$ cat src/rtl/ac_motor_deadtime_monitor.sv
// Receive-side checker for a complementary gate pair. It rebuilds the
// commanded bridge state from s_high/s_low, times every dead-time gap in
// clock cycles and raises sticky faults on shoot-through or short dead time.
module ac_motor_deadtime_monitor #(
    parameter int DELAY_W = 11,
    parameter int SAT_MAX = 2**DELAY_W-1
) (
    input  logic               clk,
    input  logic               rst_n,
    input  logic               enable,
    input  logic [DELAY_W-1:0] min_delay,
    input  logic               s_high,
    input  logic               s_low,
    input  logic               clear_fault,
    output logic               s_rec,
    output logic [DELAY_W-1:0] dt_meas,
    output logic               dt_valid,
    output logic               fault_shoot,
    output logic               fault_short_dt
);

    localparam logic [DELAY_W-1:0] CNT_SAT = DELAY_W'(SAT_MAX);

    typedef enum logic [2:0] {
        IDLE,
        HIGH_ON,
        LOW_ON,
        DEAD_H,
        DEAD_L,
        SHOOT
    } state_t;

    state_t             state;
    logic               hq;
    logic               lq;
    logic [DELAY_W-1:0] counter;

    // Single register stage on the gate inputs; the FSM only looks at hq/lq.
    always_ff @(posedge clk or negedge rst_n) begin
        if (!rst_n) begin
            hq <= 1'b0;
            lq <= 1'b0;
        end else begin
            hq <= s_high;
            lq <= s_low;
        end
    end

    // Bridge-state FSM with dead-time counter and all registered outputs.
    // Fault clear is applied first so a same-cycle fault set overrides it.
    always_ff @(posedge clk or negedge rst_n) begin
        if (!rst_n) begin
            state          <= IDLE;
            counter        <= '0;
            s_rec          <= 1'b0;
            dt_meas        <= '0;
            dt_valid       <= 1'b0;
            fault_shoot    <= 1'b0;
            fault_short_dt <= 1'b0;
        end else begin
            dt_valid <= 1'b0;
            if (clear_fault) begin
                fault_shoot    <= 1'b0;
                fault_short_dt <= 1'b0;
            end

            if (!enable) begin
                state   <= IDLE;
                counter <= '0;
                s_rec   <= 1'b0;
            end else if (hq && lq) begin
                // Shoot-through from any state; s_rec holds, nothing measured.
                state       <= SHOOT;
                counter     <= '0;
                fault_shoot <= 1'b1;
            end else begin
                case (state)
                    IDLE: begin
                        // Entry from idle never yields a measurement.
                        if (hq) begin
                            state <= HIGH_ON;
                            s_rec <= 1'b1;
                        end else if (lq) begin
                            state <= LOW_ON;
                            s_rec <= 1'b0;
                        end
                    end
                    HIGH_ON: begin
                        if (lq) begin
                            // Hard commutation: zero dead cycles.
                            state    <= LOW_ON;
                            s_rec    <= 1'b0;
                            dt_meas  <= '0;
                            dt_valid <= 1'b1;
                            if (min_delay != '0) fault_short_dt <= 1'b1;
                        end else if (!hq) begin
                            state   <= DEAD_H;
                            counter <= DELAY_W'(1);
                        end
                    end
                    LOW_ON: begin
                        if (hq) begin
                            state    <= HIGH_ON;
                            s_rec    <= 1'b1;
                            dt_meas  <= '0;
                            dt_valid <= 1'b1;
                            if (min_delay != '0) fault_short_dt <= 1'b1;
                        end else if (!lq) begin
                            state   <= DEAD_L;
                            counter <= DELAY_W'(1);
                        end
                    end
                    DEAD_H: begin
                        if (lq) begin
                            state    <= LOW_ON;
                            s_rec    <= 1'b0;
                            counter  <= '0;
                            dt_meas  <= counter;
                            dt_valid <= 1'b1;
                            if (counter < min_delay) fault_short_dt <= 1'b1;
                        end else if (hq) begin
                            // Same side came back: a glitch, not a commutation.
                            state   <= HIGH_ON;
                            s_rec   <= 1'b1;
                            counter <= '0;
                        end else if (counter != CNT_SAT) begin
                            counter <= counter + 1'b1;
                        end
                    end
                    DEAD_L: begin
                        if (hq) begin
                            state    <= HIGH_ON;
                            s_rec    <= 1'b1;
                            counter  <= '0;
                            dt_meas  <= counter;
                            dt_valid <= 1'b1;
                            if (counter < min_delay) fault_short_dt <= 1'b1;
                        end else if (lq) begin
                            state   <= LOW_ON;
                            s_rec   <= 1'b0;
                            counter <= '0;
                        end else if (counter != CNT_SAT) begin
                            counter <= counter + 1'b1;
                        end
                    end
                    SHOOT: begin
                        // Leaving shoot-through never starts a dead-time measurement.
                        if (hq) begin
                            state <= HIGH_ON;
                            s_rec <= 1'b1;
                        end else if (lq) begin
                            state <= LOW_ON;
                            s_rec <= 1'b0;
                        end else begin
                            state <= IDLE;
                            s_rec <= 1'b0;
                        end
                    end
                    default: begin
                        state   <= IDLE;
                        counter <= '0;
                        s_rec   <= 1'b0;
                    end
                endcase
            end
        end
    end

endmodule

$ cat config.mk
export PLATFORM = sky130hd
export DESIGN_NAME = ac_motor_deadtime_monitor
export DESIGN_NICKNAME = d
export VERILOG_FILES = /design/src/rtl/ac_motor_deadtime_monitor.sv
export SDC_FILE = /design/constraint.sdc
export NUM_CORES = 1
export LEC_CHECK = 0
export CORE_ASPECT_RATIO = 1.75
export CORE_UTILIZATION = 48
export DETAILED_ROUTE_END_ITERATION = 7
export PLACE_DENSITY = 0.79
export SLEW_MARGIN = 10
export SYNTH_ARGS = -nofsm -noshare
export SYNTH_HDL_FRONTEND = slang
export SYNTH_SLANG_ARGS = --single-unit
$ cat constraint.sdc
create_clock -name clk -period 1.8 [get_ports clk]
set_input_delay 0.45 -clock clk [delete_from_list [all_inputs] [get_ports clk]]
set_output_delay 0.45 -clock clk [all_outputs]
set_load 0.02 [all_outputs]
* Word-level counts from Yosys, hierarchy flattened
Index checks and enable logic that the tools add are counted.
** Word-level totals
- Register bits after elaboration :: 31
- Bits of input ports :: 17
- Word-level logic and storage cells :: 98
- Output and inout port bits :: 15
** Operators by class
- Equality and inequality tests :: 20
- $add $sub $neg :: 1
- Bitwise operators :: 1
- Multiplexer cells :: 55
- $lt $le $gt $ge :: 1
- Reduce and logical (&&, ||, !) cells :: 11
** Operators with widths (count)
- 11-bit two-way mux :: 15
- 11-bit one-hot mux with 5 select lines :: 1
- 11-bit one-hot mux with 4 select lines :: 1
- 3-bit two-way mux :: 10
- 1-bit two-way mux :: 22
- 4-bit inequality test (second input constant) :: 4
- 5-bit inequality test (second input constant) :: 3
- 3-bit one-hot mux with 5 select lines :: 1
- 11-bit by 1-bit adder with 11-bit output (second input constant) :: 1
- 11-bit < comparator :: 1
- 11-bit inequality test (second input constant) :: 1
- 11-bit nonzero test :: 1
- 2-bit inequality test (second input constant) :: 5
- 2-bit OR reduction :: 4
- 7-bit AND reduction :: 1
- 3-bit by 2-bit equality test with 1-bit output (second input constant) :: 2
- 3-bit equality test (second input constant) :: 2
- 5-bit by 2-bit inequality test with 1-bit output (second input constant) :: 1
- 1-bit one-hot mux with 5 select lines :: 1
- 5-bit AND reduction :: 1
- 2-bit two-way mux :: 2
- 1-bit one-hot mux with 4 select lines :: 1
- 4-bit AND reduction :: 1
- 4-bit nonzero test :: 1
- other kinds (6) :: 6

* Logic depth before layout (Yosys ltp)
Gate-level depths: netlist (run 1).
- Depth in word-level cells :: 7
- Gate-level depth with buffers :: 7
- Depth with buffers taken out :: 7

* Worst setup path before layout (run 1)
OpenSTA, ideal clock, no wires.
- Kind :: flip-flop to flip-flop
- Start :: register counter[0]
- End :: register counter[0]
- Data arrival time :: 1.774 ns
- Clock period less this slack :: 1.896 ns
- Buffers on the path :: 1
- Path slack :: -0.096 ns
- Library setup time :: 0.122 ns
- Data required time :: 1.678 ns
- Stages on the path, launching flop included :: 8
- Cells stage by stage :: dfrtp_1 -> ha_1 -> nand4_1 -> or4_1 -> buf_4 -> nand3_2 -> o22ai_1 -> a32o_1
** On the way
- Longest elaborated chain between the ends :: 7
- Elaborated cells between the ends (all ways) :: 10
- Classes of those cells :: add/sub: 1; eq/ne: 1; mux: 8
** RTL lines
- start, declared :: line 36 : logic [DELAY_W-1:0] counter;
- start signal, assigned :: line 127 : counter <= counter + 1'b1;
- start signal, assigned :: line 143 : counter <= counter + 1'b1;
- 11-bit by 1-bit adder with 11-bit output / 11-bit inequality test (equally long branches)
- 11-bit two-way mux (*) :: line 126, 142
- 11-bit two-way mux, on equally long branches :: line 138, 121
- 11-bit two-way mux, on equally long branches :: line 131, 114
- 11-bit one-hot mux with 5 select lines (*) :: line 77 : case (state)
- 11-bit two-way mux (*) :: line 71 : end else if (hq && lq) begin
- 11-bit two-way mux (*) :: line 67 : if (!enable) begin
Every way passes the cells marked *; elsewhere a longest branch is shown, timed or not.
A chain may end at the register's enable or synchronous reset.

* Final worst setup path (run 1)
- Start :: register counter[0]
- End :: register counter[4]
Same word-level chain as after synthesis.

==> impl_table.tex, run 1 <==
\begin{tabular}{lr}
\hline
Metric & Value \\
\hline
\multicolumn{2}{l}{\textbf{Power and ir drop}} \\
\quad Switching pwr & 448 uW \\
\quad Int Power & 1300 uW \\
\quad Max IR drop VDD & $\sim$0.54 mV \\
\quad Switching share of power & 25.6\% \\
\quad Share of total power in sequential cells & 41.9\% \\
\quad Comb power frac & 16.3\% \\
\quad Clk pwr share & a little over two fifths \\
\quad Leakage & about 0.0013 uW \\
\quad Total power density per cell area & 639 nW/um2 \\
\quad Tot Pwr & 1750 uW \\
\multicolumn{2}{l}{\textbf{Global routing}} \\
\quad Overflow left after global routing & 0 \\
\quad Global-route wire length before repair & about 8500 um \\
\quad Pin count of the biggest net entering global routing & 32 \\
\quad Via count of the first global-routing pass & 2,035 \\
\quad Initial antenna violation count & 0 \\
\quad Overall track demand over capacity in global routing & 26.2\% \\
\multicolumn{2}{l}{\textbf{Route}} \\
\quad Vias per inst & 5.76 \\
\quad Vias after detailed routing & about 2,000 \\
\quad Wire length per cell after detailed routing & 15.2 um \\
\quad Number of DRC violations after detailed-routing iteration 0 & 33 \\
\quad 1st-pass router iterations & 4 \\
\quad Post-detailed-route count of antenna-violating nets & 0 \\
\quad Routed Wire Length & approximately 5300 um \\
\quad Remaining routing DRC violations & 0 \\
\multicolumn{2}{l}{\textbf{Clock network}} \\
\quad Clock latency at the later pin of the worst-skew pair & a little under 300 ps \\
\quad Reg clk slew, reported paths & about 70 ps \\
\quad Clock sink count & 31 \\
\quad Worst-case clock buffer depth & 2 \\
\quad Number of buffers created by CTS & 5 \\
\quad Clk Tree Root Cell & sky130\_fd\_sc\_hd\_\_clkbuf\_8 \\
\quad TritonCTS clock tree & built \\
\quad Total of hold buffers inserted after clock tree synthesis & 0 \\
\quad Number of levels the H-tree was split into & 2 \\
\multicolumn{2}{l}{\textbf{Die}} \\
\quad Die boundary width & 50.1 um \\
\quad Row count & 30 \\
\quad Starting utilization of the core area & 50.2\% \\
\quad Num ports & 32 \\
\quad Core outline area & 3870 um2 \\
\quad Die ar. & 4310 um2 \\
\quad Die Ht & 86.1 um \\
\multicolumn{2}{l}{\textbf{Worst setup path}} \\
\quad Setup slack of the most critical reg-to-reg path & 20 ps \\
\quad Type of the setup path with the least slack & register to register \\
\quad Bufs and invs on worst path & 0 \\
\quad Family of cells with the greatest summed delay on the critical path & simple AND/OR/NAND/NOR gates \\
\quad Worst Path Required & 2030 ps \\
\quad Critical-path cell list & ha\_4, nand4\_1, or4\_4, and4\_1, o21ai\_1, a22o\_1 \\
\quad Critical path capture point type & register \\
\quad Reg2reg path depth & 6 \\
\quad Nature of the critical path startpoint & register \\
\quad Data arrival time of the critical path & 2010 ps \\
\quad Worst r2r dst & counter[4]\$\_DFFE\_PN0P\_ \\
\quad Slowest Stage Delay on Critical Path & 570 ps \\
\quad Cell with the biggest individual delay on the critical path & sky130\_fd\_sc\_hd\_\_or4\_4 \\
\quad Critical-path maximum fanout & 8 \\
\quad Worst R2R Start & counter[0]\$\_DFFE\_PN0P\_ \\
\multicolumn{2}{l}{\textbf{Synthesis}} \\
\quad Post-synth top area cell & sky130\_fd\_sc\_hd\_\_dfrtp\_1 \\
\quad Ranking of synthesized cells by instance count & 39 x sky130\_fd\_sc\_hd\_\_nand2\_1, 31 x sky130\_fd\_sc\_hd\_\_dfrtp\_1, 24 x sky130\_fd\_sc\_hd\_\_o21ai\_0 \\
\quad Synthesized instance count & roughly 230 \\
\quad Count leader, synth & sky130\_fd\_sc\_hd\_\_nand2\_1 \\
\quad Synth Warn \# & 0 \\
\quad Netlist area before placement & 1940 um2 \\
\quad Top area cells in the synthesized netlist & sky130\_fd\_sc\_hd\_\_dfrtp\_1 40\%, sky130\_fd\_sc\_hd\_\_nand2\_1 7.5\%, sky130\_fd\_sc\_hd\_\_ha\_1 7.1\%, sky130\_fd\_sc\_hd\_\_o21ai\_0 6.2\%, sky130\_fd\_sc\_hd\_\_a21oi\_1 4.1\% \\
\quad Avg Cell Area, Syn & 8.41 um2 \\
\quad Register bit total from synthesis & 31 \\
\quad Number of library cell types mapped by synthesis & 47 \\
\quad Sequential element share of the synthesized area & 39.9\% \\
\quad Area share of the leading cell type in the synthesized netlist & 39.9\% \\
\quad Proportion of register bits with asynchronous set or reset after synthesis & 100\% \\
\quad Top flip-flop cell by instance count after synthesis & sky130\_fd\_sc\_hd\_\_dfrtp\_1 \\
\quad Number of enable flip-flop cells after synthesis & 0 \\
\quad Post-synthesis net count & 259 \\
\multicolumn{2}{l}{\textbf{Cells and area}} \\
\quad NumNets Final & 324 \\
\quad Antenna cells & 0 \\
\quad Area added between synthesis and finish & 40.9\% \\
\quad Sequential cell area & 776 um2 \\
\quad Footprint of the multi-input gates & about 1100 um2 \\
\quad Fraction of layout cells with a size suffix above 1 & 20.5\% \\
\quad Count of fill cells added during filler insertion & 325 \\
\multicolumn{2}{l}{\textbf{Worst hold path}} \\
\quad Type of the most critical hold path & register to register \\
\quad Terminating pin of the worst hold path & dt\_meas[7]\$\_DFFE\_PN0P\_ \\
\quad Cell depth of the worst hold path & 2 \\
\quad Origin of the worst min-delay path & dt\_meas[7]\$\_DFFE\_PN0P\_ \\
\multicolumn{2}{l}{\textbf{Timing}} \\
\quad Tcrit/Tclk final & 98.9\% \\
\quad Fin. Hold Viols & 0 \\
\quad Highest Clock Rate & 0.561 GHz \\
\quad Normalized max-slew margin & 72.1\% \\
\quad Worst-margin pin slew & 418 ps \\
\quad Finish-stage setup viols & 0 \\
\quad Fin. max-slew vios & 0 \\
\quad Post-layout min period & $\sim$1800 ps \\
\quad Setup TNS & 0 ps \\
\quad Unrepaired setup endpoints after global routing & yes \\
\quad Worst clock skew & 5.40 ps \\
\multicolumn{2}{l}{\textbf{Placement}} \\
\quad Count of input and output buffers & 31 \\
\quad Detailed Place HPWL & approximately 3800 um \\
\quad Last weighted congestion value of the routability-driven placer & 0.884 \\
\multicolumn{2}{l}{\textbf{Run status}} \\
\quad Run status & finished, final reports clean \\
\multicolumn{2}{l}{\textbf{Flow run}} \\
\quad Maximum capacitance violations & 0 \\
\hline
\end{tabular}
## routing by layer
metal	track usage, %	vias up	share of wire (%)
met5	0	-	0
met4	17.4	0	4.0
met3	2.84	19	2.9
li1	-	943	-
met1	25.9	965	37
met2	49.2	59	56
## sequential cells by signal (all words and copies together) (netlist names)
| signal | cells |
|---|---|
| counter | 11 |
| state | 3 |
| dt_valid | 1 |
| s_rec | 1 |
| dt_meas | 11 |
| fault_short_dt | 1 |
| lq | 1 |
| hq | 1 |
| fault_shoot | 1 |
## metrics by stage
step	utilization, %	worst slack (ps)	instance area, um2	cells	hold WS [ps]
after detailed placement	65.0	-368	2510	330	469
after global routing	70.7	-85.5	2740	345	514
after floorplan	-	24.3	1950	231	154
after CTS	68.2	8.69	2640	338	483
final	70.7	19.0	2740	345	475
after global placement	65.0	-284	2510	330	460
## worst min-delay path, stage by stage, from the launching register on
cell	delay, ps
sky130_fd_sc_hd__dfrtp_1	340
sky130_fd_sc_hd__nand2_1	50
sky130_fd_sc_hd__o21ai_0	60
## how the worst max path moves through the flow
stage	slack, ps	startpoint	end	cells past startpoint
final	20	counter[0]$_DFFE_PN0P_	counter[4]$_DFFE_PN0P_	6
after global routing	-90	counter[0]$_DFFE_PN0P_	counter[4]$_DFFE_PN0P_	6
after CTS	9	min_delay[9]	fault_short_dt$_DFF_PN0_	8
after detailed placement	-370	min_delay[9]	fault_short_dt$_DFF_PN0_	8
after global placement	-280	min_delay[9]	fault_short_dt$_DFF_PN0_	8
after floorplan	20	counter[0]$_DFFE_PN0P_	counter[1]$_DFFE_PN0P_	6
## power groups by stage
stage,sequential [uW],clock [uW],combinational (uW)
final,733,731,284
after global routing,735,753,312
after CTS,730,729,280
after detailed placement,743,0,278
after global placement,743,0,272
after floorplan,752,0,129
## cells in the final DEF (no fill, tap or decap), types with 3 or more instances in the layout
master and n:
sky130_fd_sc_hd__a21o_1 3, sky130_fd_sc_hd__a21oi_1 13, sky130_fd_sc_hd__a21oi_2 3, sky130_fd_sc_hd__a22o_1 5, sky130_fd_sc_hd__a31oi_1 4, sky130_fd_sc_hd__buf_4 36
sky130_fd_sc_hd__clkbuf_8 6, sky130_fd_sc_hd__clkdlybuf4s50_1 30, sky130_fd_sc_hd__dfrtp_1 31, sky130_fd_sc_hd__ha_1 9, sky130_fd_sc_hd__inv_1 18, sky130_fd_sc_hd__nand2_1 39
sky130_fd_sc_hd__nand3_1 4, sky130_fd_sc_hd__nand3b_1 3, sky130_fd_sc_hd__nor2_1 11, sky130_fd_sc_hd__nor2b_1 4, sky130_fd_sc_hd__nor3_1 6, sky130_fd_sc_hd__nor4_1 3
sky130_fd_sc_hd__o21ai_0 21, sky130_fd_sc_hd__o21ai_1 6
## repair_timing
item | 4_1_cts | 5_1_grt
setup endpoints to repair | 1 | 20
gates resized for setup | 1 | 11
pin swaps | 3 | 6
endpoints found under the hold margin | 0 | 0
buffers inserted | 0 | 7
## cell families (layout without fill, tap and decap cells)
family / count (synthesis) / in the layout / share of synthesized area (%)
XOR/XNOR: 2 / 2 / 0.902
AO/OA/AOI/OAI: 69 / 69 / 22.4
AND/OR/NAND/NOR: 89 / 89 / 23.6
adder cells (fa/ha/maj): 11 / 11 / 7.09
flip-flops: 31 / 31 / 39.9
buffers and inverters: 29 / 95 / 6.06
## final cells by class
cell class,count,area share (%)
well taps,48,2.20
flip-flops and latches,31,28.4
multi-input cells,171,40.2
repair buffers,69,22.5
clock inverters,2,1.28
clock buffers,6,3.02
inverters,18,2.47
Note: power is estimated with default switching activity, not from simulation.
==> inputs of run 2 (changes only) <==
Settings changed: CORE_MARGIN from default to 5.
==> run 2 against run 1 <==
  * The flow now finishes with violations (setup timing)
  * Worst setup slack got worse by 50 ps
  * Die area grew 27%
  * Maximum frequency shrank 2.7%
  * Clock skew grew 3.0 ps
  * Power grew 0.52%
  * Via count increased by 3.2%
  * Flip-flop and latch count did not move
  * Critical path type unchanged
  * Critical endpoint is now counter[2]$_DFFE_PN0P_
==> impl_table.tex, run 2 (synthesis gave the netlist of run 1 again) <==
\begin{tabular}{lr}
\hline
Metric & Value \\
\hline
\multicolumn{2}{l}{\textbf{Run status}} \\
\quad Run status & complete, but fails checks \\
\quad Violations in the final reports & setup timing \\
\multicolumn{2}{l}{\textbf{Route}} \\
\quad Vias per inst & 5.96 (+3.5\%) \\
\quad 1st-pass router iterations & 4 (unchanged) \\
\quad Vias after detailed routing & 2,049 (+3.2\%) \\
\quad Remaining routing DRC violations & 0 (unchanged) \\
\quad Routed Wire Length & 5790 um (+10\%) \\
\quad Number of DRC violations after detailed-routing iteration 0 & 79 (+140\%) \\
\quad Wire length per cell after detailed routing & 16.8 um (+10\%) \\
\quad Post-detailed-route count of antenna-violating nets & 0 (unchanged) \\
\multicolumn{2}{l}{\textbf{Clock network}} \\
\quad Number of buffers created by CTS & 5 (unchanged) \\
\quad Clock latency at the later pin of the worst-skew pair & 280 ps (about the same) \\
\quad Worst-case clock buffer depth & 2 (unchanged) \\
\quad Clk Tree Root Cell & sky130\_fd\_sc\_hd\_\_clkbuf\_8 \\
\quad TritonCTS clock tree & built \\
\quad Clock sink count & 31 (unchanged) \\
\quad Total of hold buffers inserted after clock tree synthesis & 0 (unchanged) \\
\quad Reg clk slew, reported paths & 70 ps (about the same) \\
\quad Number of levels the H-tree was split into & 2 (unchanged) \\
\multicolumn{2}{l}{\textbf{Die}} \\
\quad Core outline area & 3900 um2 (+0.97\%) \\
\quad Num ports & 32 (unchanged) \\
\quad Die Ht & 94.1 um (+9.3\%) \\
\quad Starting utilization of the core area & 49.7\% (-0.48 points) \\
\quad Die boundary width & 58.1 um (+16\%) \\
\quad Die ar. & 5470 um2 (+27\%) \\
\quad Row count & 30 (unchanged) \\
\multicolumn{2}{l}{\textbf{Worst setup path}} \\
\quad Worst Path Required & 2010 ps (-20 ps) \\
\quad Critical-path maximum fanout & 5 (-3) \\
\quad Worst r2r dst & counter[2]\$\_DFFE\_PN0P\_ \\
\quad Nature of the critical path startpoint & register \\
\quad Worst R2R Start & state[0]\$\_DFFE\_PN0P\_ \\
\quad Critical-path cell list & or3b\_4, a2111o\_4, nor2b\_4, nand2\_1, o21ai\_2 \\
\quad Type of the setup path with the least slack & register to register \\
\quad Critical path capture point type & register \\
\quad Cell with the biggest individual delay on the critical path & sky130\_fd\_sc\_hd\_\_a2111o\_4 \\
\quad Reg2reg path depth & 5 (-1) \\
\quad Slowest Stage Delay on Critical Path & 560 ps (about the same) \\
\quad Data arrival time of the critical path & 2040 ps (+30 ps) \\
\quad Setup slack of the most critical reg-to-reg path & -30 ps (-50 ps) \\
\multicolumn{2}{l}{\textbf{Cells and area}} \\
\quad Post-Route Utilization & 70.2\% (-0.55 points) \\
\quad Fraction of layout cells with a size suffix above 1 & 22.3\% (+1.8 points) \\
\quad Post-route non-filler standard cell count & 344 (-0.29\%) \\
\quad Biggest regs & counter (11), dt\_meas (11), state (3) \\
\quad Antenna cells & 0 (unchanged) \\
\quad NumNets Final & 323 (-0.31\%) \\
\quad Area added between synthesis and finish & 41.1\% \\
\quad Most common library cell in the layout ignoring fill and taps & sky130\_fd\_sc\_hd\_\_nand2\_1 \\
\quad Post-route standard cell area excluding fillers & 2740 um2 (+0.18\%) \\
\quad Most frequent cells in the layout & 39 x sky130\_fd\_sc\_hd\_\_nand2\_1, 34 x sky130\_fd\_sc\_hd\_\_buf\_4, 31 x sky130\_fd\_sc\_hd\_\_dfrtp\_1 \\
\multicolumn{2}{l}{\textbf{Timing}} \\
\quad Tcrit/Tclk final & 102\% (+2.8 points) \\
\quad Worst-margin pin slew & 453 ps (+35.2 ps) \\
\quad Normalized max-slew margin & 69.8\% (-2.3 points) \\
\quad Fin. max-slew vios & 0 (unchanged) \\
\quad Highest Clock Rate & 0.546 GHz (-2.7\%) \\
\quad Unrepaired setup endpoints after global routing & yes \\
\quad Post-layout min period & 1830 ps (+50.4 ps) \\
\quad Fin. Hold Viols & 0 (unchanged) \\
\quad Final critical-path setup slack & -31.4 ps (-50.4 ps) \\
\quad Worst clock skew & 8.36 ps (+2.95 ps) \\
\quad Finish-stage setup viols & 1 (+1) \\
\multicolumn{2}{l}{\textbf{Global routing}} \\
\quad Overall track demand over capacity in global routing & 22.7\% (-3.6 points) \\
\quad Routing usage on met2 & 42.3\% (-6.9 points) \\
\quad Via count of the first global-routing pass & 2,031 (-0.20\%) \\
\quad Overflow left after global routing & 0 (unchanged) \\
\quad Pin count of the biggest net entering global routing & 32 (unchanged) \\
\quad Met3 layer usage reported by global route & 3.30\% (+0.46 points) \\
\quad Global-route wire length before repair & 9580 um (+12\%) \\
\quad Met1 Use GR & 24.1\% (-1.8 points) \\
\quad Busiest metal layer after global routing & met2 \\
\quad Initial antenna violation count & 0 (unchanged) \\
\multicolumn{2}{l}{\textbf{Power and ir drop}} \\
\quad Share of total power in sequential cells & 41.8\% (about the same) \\
\quad Switching pwr & 451 uW (+0.72\%) \\
\quad Clk pwr share & 41.1\% (-0.7 points) \\
\quad Int Power & 1310 uW (+0.45\%) \\
\quad Switching share of power & 25.7\% (+0.052 points) \\
\quad Leakage & 0.00127 uW (-0.55\%) \\
\quad Max IR drop VDD & 0.600 mV (+11\%) \\
\quad Total power density per cell area & 641 nW/um2 (+0.33\%) \\
\quad Comb power frac & 17.2\% (+0.9 points) \\
\multicolumn{2}{l}{\textbf{Placement}} \\
\quad Last weighted congestion value of the routability-driven placer & 0.950 (+7.4\%) \\
\quad Count of input and output buffers & 31 (unchanged) \\
\quad Instance area after placement & 2540 um2 (+0.90\%) \\
\quad Detailed Place HPWL & 4260 um (+12\%) \\
\quad Placed cells & 333 (+0.91\%) \\
\multicolumn{2}{l}{\textbf{Worst hold path}} \\
\quad Type of the most critical hold path & register to register \\
\quad Terminating pin of the worst hold path & dt\_meas[3]\$\_DFFE\_PN0P\_ \\
\quad Cell depth of the worst hold path & 2 (unchanged) \\
\quad Origin of the worst min-delay path & dt\_meas[3]\$\_DFFE\_PN0P\_ \\
\multicolumn{2}{l}{\textbf{Flow run}} \\
\quad Maximum capacitance violations & 0 (unchanged) \\
\hline
\end{tabular}
-- run 2: per-stage QoR --
step	power [uW]	setup slack [ps]	hold WS (ps)	setup TNS, ps
after CTS	1760	7.56	484	0
after global routing	1830	-60.0	503	-195
after global placement	1020	-261	460	-1900
final	1760	-31.4	476	-31.4
after floorplan	881	24.3	154	0
after detailed placement	1030	-369	469	-2550
-- run 2: final cells by class --
class	instances	area (um2)
multi-input cells	172	1120
clock inverters	2	35.0
well taps	48	60.1
repair buffers	67	599
inverters	18	67.6
clock buffers	6	82.6
fillers	323	1160
flip-flops and latches	31	776
-- run 2: what timing repair did --
| item | CTS | global route |
|---|---|---|
| pin swaps | 0 | 7 |
| setup endpoints to repair | 1 | 19 |
| setup buffers | 0 | 2 |
| endpoints found under the hold margin | 0 | 0 |
| gates cloned | 0 | 1 |
| resized for setup | 2 | 19 |
-- run 2: power groups by stage --
stage / clock (uW) / sequential (uW) / combinational (uW)
after floorplan: 0 / 752 / 129
after global placement: 0 / 744 / 279
after detailed placement: 0 / 744 / 288
after CTS: 734 / 732 / 291
after global routing: 771 / 735 / 328
final: 722 / 734 / 302
-- run 2: metal layers --
layer	part of all wire, %	up-vias
met5	0	-
met4	5.4	0
met3	5.0	31
met2	55	98
met1	35	971
li1	-	949
-- run 2: how the worst max path moves through the flow --
stage | from | to | slack (ps)
final | state[0]$_DFFE_PN0P_ | counter[2]$_DFFE_PN0P_ | -30
after floorplan | counter[0]$_DFFE_PN0P_ | counter[1]$_DFFE_PN0P_ | 20
after CTS | s_rec$_DFFE_PN0P_ | s_rec | 8
after global placement | min_delay[9] | fault_short_dt$_DFF_PN0_ | -260
after detailed placement | min_delay[9] | fault_short_dt$_DFF_PN0_ | -370
after global routing | counter[0]$_DFFE_PN0P_ | counter[2]$_DFFE_PN0P_ | -60
-- run 2: critical path: cells and delay by family, from the launching register on --
family	cells	cell delay (ps)
simple gates	3	670
compound gates	2	680
flops	1	410
==> inputs of run 3 (changes only) <==
Settings changed: RECOVER_POWER from default to 25.
==> run 3 against run 2 <==
  * The run still ends with setup timing left
  * Critical endpoint unchanged
  * Combinational power about the same
  * Worst setup slack got worse by 2.4 ps
  * Clock skew increased by 1.2 ps
  * Critical path depth unchanged
  * Maximum frequency decreased by 0.13%
  * Sequential share of layout area barely moved
  * Cell count did not move
  * Largest power group unchanged
  * Global-route usage unchanged
==> impl_table.tex, run 3 (synthesis gave the netlist of run 1 again) <==
\begin{tabular}{lr}
\hline
Metric & Value \\
\hline
\multicolumn{2}{l}{\textbf{Global routing}} \\
\quad Pin count of the biggest net entering global routing & 32 (unchanged) \\
\quad Overall track demand over capacity in global routing & 22.7\% (unchanged) \\
\quad Overflow left after global routing & 0 (unchanged) \\
\quad Initial antenna violation count & 0 (unchanged) \\
\quad Global-route wire length before repair & 9580 um (unchanged) \\
\quad Via count of the first global-routing pass & 2,031 (unchanged) \\
\multicolumn{2}{l}{\textbf{Worst hold path}} \\
\quad Cell depth of the worst hold path & 2 (unchanged) \\
\quad Type of the most critical hold path & register to register \\
\quad Terminating pin of the worst hold path & dt\_meas[3]\$\_DFFE\_PN0P\_ \\
\quad Origin of the worst min-delay path & dt\_meas[3]\$\_DFFE\_PN0P\_ \\
\multicolumn{2}{l}{\textbf{Clock network}} \\
\quad Number of buffers created by CTS & 5 (unchanged) \\
\quad TritonCTS clock tree & built \\
\quad Clk Tree Root Cell & sky130\_fd\_sc\_hd\_\_clkbuf\_8 \\
\quad Total of hold buffers inserted after clock tree synthesis & 0 (unchanged) \\
\quad Clock sink count & 31 (unchanged) \\
\quad Number of levels the H-tree was split into & 2 (unchanged) \\
\quad Reg clk slew, reported paths & 70 ps (about the same) \\
\quad Worst-case clock buffer depth & 2 (unchanged) \\
\quad Clock latency at the later pin of the worst-skew pair & 290 ps (about the same) \\
\multicolumn{2}{l}{\textbf{Worst setup path}} \\
\quad Critical-path cell list & or3b\_4, a2111o\_4, nor2b\_4, nand2\_1, o21ai\_2 \\
\quad Nature of the critical path startpoint & register \\
\quad Cell with the biggest individual delay on the critical path & sky130\_fd\_sc\_hd\_\_a2111o\_4 \\
\quad Type of the setup path with the least slack & register to register \\
\quad Worst Path Required & 2010 ps (about the same) \\
\quad Setup slack of the most critical reg-to-reg path & -30 ps (about the same) \\
\quad Critical path capture point type & register \\
\quad Worst r2r dst & counter[2]\$\_DFFE\_PN0P\_ \\
\quad Family of cells with the greatest summed delay on the critical path & compound AO/OA/AOI/OAI gates \\
\quad Data arrival time of the critical path & 2040 ps (about the same) \\
\quad Reg2reg path depth & 5 (unchanged) \\
\quad Slowest Stage Delay on Critical Path & 560 ps (about the same) \\
\quad Critical-path maximum fanout & 5 (unchanged) \\
\quad Worst R2R Start & state[0]\$\_DFFE\_PN0P\_ \\
\quad Bufs and invs on worst path & 0 (unchanged) \\
\multicolumn{2}{l}{\textbf{Route}} \\
\quad Number of DRC violations after detailed-routing iteration 0 & 77 (-2.5\%) \\
\quad Vias per inst & 5.99 (+0.59\%) \\
\quad Vias after detailed routing & 2,061 (+0.59\%) \\
\quad Post-detailed-route count of antenna-violating nets & 0 (unchanged) \\
\quad 1st-pass router iterations & 4 (unchanged) \\
\quad Remaining routing DRC violations & 0 (unchanged) \\
\quad Wire length per cell after detailed routing & 16.7 um (-0.57\%) \\
\quad Routed Wire Length & 5760 um (-0.57\%) \\
\multicolumn{2}{l}{\textbf{Timing}} \\
\quad Normalized max-slew margin & 45.7\% (-24 points) \\
\quad Finish-stage setup viols & 1 (unchanged) \\
\quad Highest Clock Rate & 0.545 GHz (-0.13\%) \\
\quad Final critical-path setup slack & -33.8 ps (-2.42 ps) \\
\quad Fin. Hold Viols & 0 (unchanged) \\
\quad Tcrit/Tclk final & 102\% (+0.13 points) \\
\quad Fin. max-slew vios & 0 (unchanged) \\
\quad Post-layout min period & 1830 ps (+2.42 ps) \\
\quad Worst-margin pin slew & 815 ps (+362 ps) \\
\quad Setup TNS & -33.8 ps (-2.42 ps) \\
\quad Worst clock skew & 9.54 ps (+1.19 ps) \\
\quad Unrepaired setup endpoints after global routing & yes \\
\multicolumn{2}{l}{\textbf{Cells and area}} \\
\quad NumNets Final & 323 (unchanged) \\
\quad Area added between synthesis and finish & 41.0\% (about the same) \\
\quad Antenna cells & 0 (unchanged) \\
\quad Most common library cell in the layout ignoring fill and taps & sky130\_fd\_sc\_hd\_\_nand2\_1 \\
\quad Fraction of layout cells with a size suffix above 1 & 22.3\% (unchanged) \\
\quad Most frequent cells in the layout & 39 x sky130\_fd\_sc\_hd\_\_nand2\_1, 33 x sky130\_fd\_sc\_hd\_\_buf\_4, 31 x sky130\_fd\_sc\_hd\_\_dfrtp\_1 \\
\quad Biggest regs & counter (11), dt\_meas (11), state (3) \\
\quad Post-route standard cell area excluding fillers & 2740 um2 (about the same) \\
\multicolumn{2}{l}{\textbf{Power and ir drop}} \\
\quad Total power density per cell area & 641 nW/um2 (-0.12\%) \\
\quad Leakage & 0.00127 uW (about the same) \\
\quad Max IR drop VDD & 0.602 mV (+0.23\%) \\
\quad Tot Pwr & 1750 uW (-0.21\%) \\
\multicolumn{2}{l}{\textbf{Die}} \\
\quad Die ar. & 5470 um2 (unchanged) \\
\quad Die boundary width & 58.1 um (unchanged) \\
\quad Num ports & 32 (unchanged) \\
\quad Row count & 30 (unchanged) \\
\quad Die Ht & 94.1 um (unchanged) \\
\quad Core outline area & 3900 um2 (unchanged) \\
\quad Starting utilization of the core area & 49.7\% (unchanged) \\
\multicolumn{2}{l}{\textbf{Run status}} \\
\quad Run status & complete, but fails checks \\
\quad Violations in the final reports & setup timing \\
\multicolumn{2}{l}{\textbf{Placement}} \\
\quad Last weighted congestion value of the routability-driven placer & 0.950 (unchanged) \\
\quad Instance area after placement & 2540 um2 (unchanged) \\
\quad Count of input and output buffers & 31 (unchanged) \\
\quad Detailed Place HPWL & 4260 um (unchanged) \\
\multicolumn{2}{l}{\textbf{Flow run}} \\
\quad Maximum capacitance violations & 0 (unchanged) \\
\hline
\end{tabular}
==> run 3: cell count changes in the layout (fill, tap and decap cells not counted) <==
cell                              delta
sky130_fd_sc_hd__clkdlybuf4s50_1     -3
sky130_fd_sc_hd__dlygate4sd3_1       +3
sky130_fd_sc_hd__buf_4               -1
sky130_fd_sc_hd__clkbuf_2            +1
==> run 3: layer usage <==
layer  vias to the layer above  GRT usage [%]  wire length, um  share of wire (%)
met5                         -              0                0                  0
met4                         0           10.4              381                6.6
met1                       954           24.1             1930                 34
met3                        40           3.30              317                5.5
li1                        957              -                -                  -
met2                       110           42.3             3130                 54
==> run 3: through the flow <==
stage                     hold WS, ps  worst slack, ps  util, %  cells
after CTS                         484             7.56     68.4    341
after floorplan                   154             24.3        -    231
after global routing              503            -60.0     70.1    344
after global placement            460             -261     65.0    333
after detailed placement          469             -369     65.0    333
final                             476            -33.8     70.1    344
==> run 3: report_power, final <==
part / internal [uW] / total, uW / leakage, uW / switching [uW]
registers: 714 / 734 / 0.000422 / 20.3
logic: 143 / 299 / 0.000790 / 157
clock network: 448 / 720 / 0.0000612 / 273
total: 1300 / 1750 / 0.00127 / 450
==> run 3: layout make-up <==
cell class / instances / area (um2)
clock inverters: 2 / 35.0
well taps: 48 / 60.1
clock buffers: 6 / 82.6
flip-flops and latches: 31 / 776
multi-input cells: 172 / 1120
repair buffers: 67 / 597
fillers: 324 / 1170
inverters: 18 / 67.6
==> run 3: worst reg2reg max path: stages, from the launching register on <==
cell	delay [ps]
sky130_fd_sc_hd__dfrtp_1	410
sky130_fd_sc_hd__or3b_4	440
sky130_fd_sc_hd__a2111o_4	560
sky130_fd_sc_hd__nor2b_4	150
sky130_fd_sc_hd__nand2_1	90
sky130_fd_sc_hd__o21ai_2	130
==> run 3: worst max path at each step <==
stage / from / end / slack [ps] / depth (start not counted)
floorplan: counter[0]$_DFFE_PN0P_ / counter[1]$_DFFE_PN0P_ / 20 / 6
global placement: min_delay[9] / fault_short_dt$_DFF_PN0_ / -260 / 8
detailed placement: min_delay[9] / fault_short_dt$_DFF_PN0_ / -370 / 8
CTS: s_rec$_DFFE_PN0P_ / s_rec / 8 / 1
global route: counter[0]$_DFFE_PN0P_ / counter[2]$_DFFE_PN0P_ / -60 / 7
finish: state[0]$_DFFE_PN0P_ / counter[2]$_DFFE_PN0P_ / -30 / 5
==> run 3: timing repair <==
item,4_1_cts,5_1_grt
resized for setup,2,19
buffers inserted,0,2
pin swaps,0,7
gates cloned,0,1
setup endpoints to repair,1,19
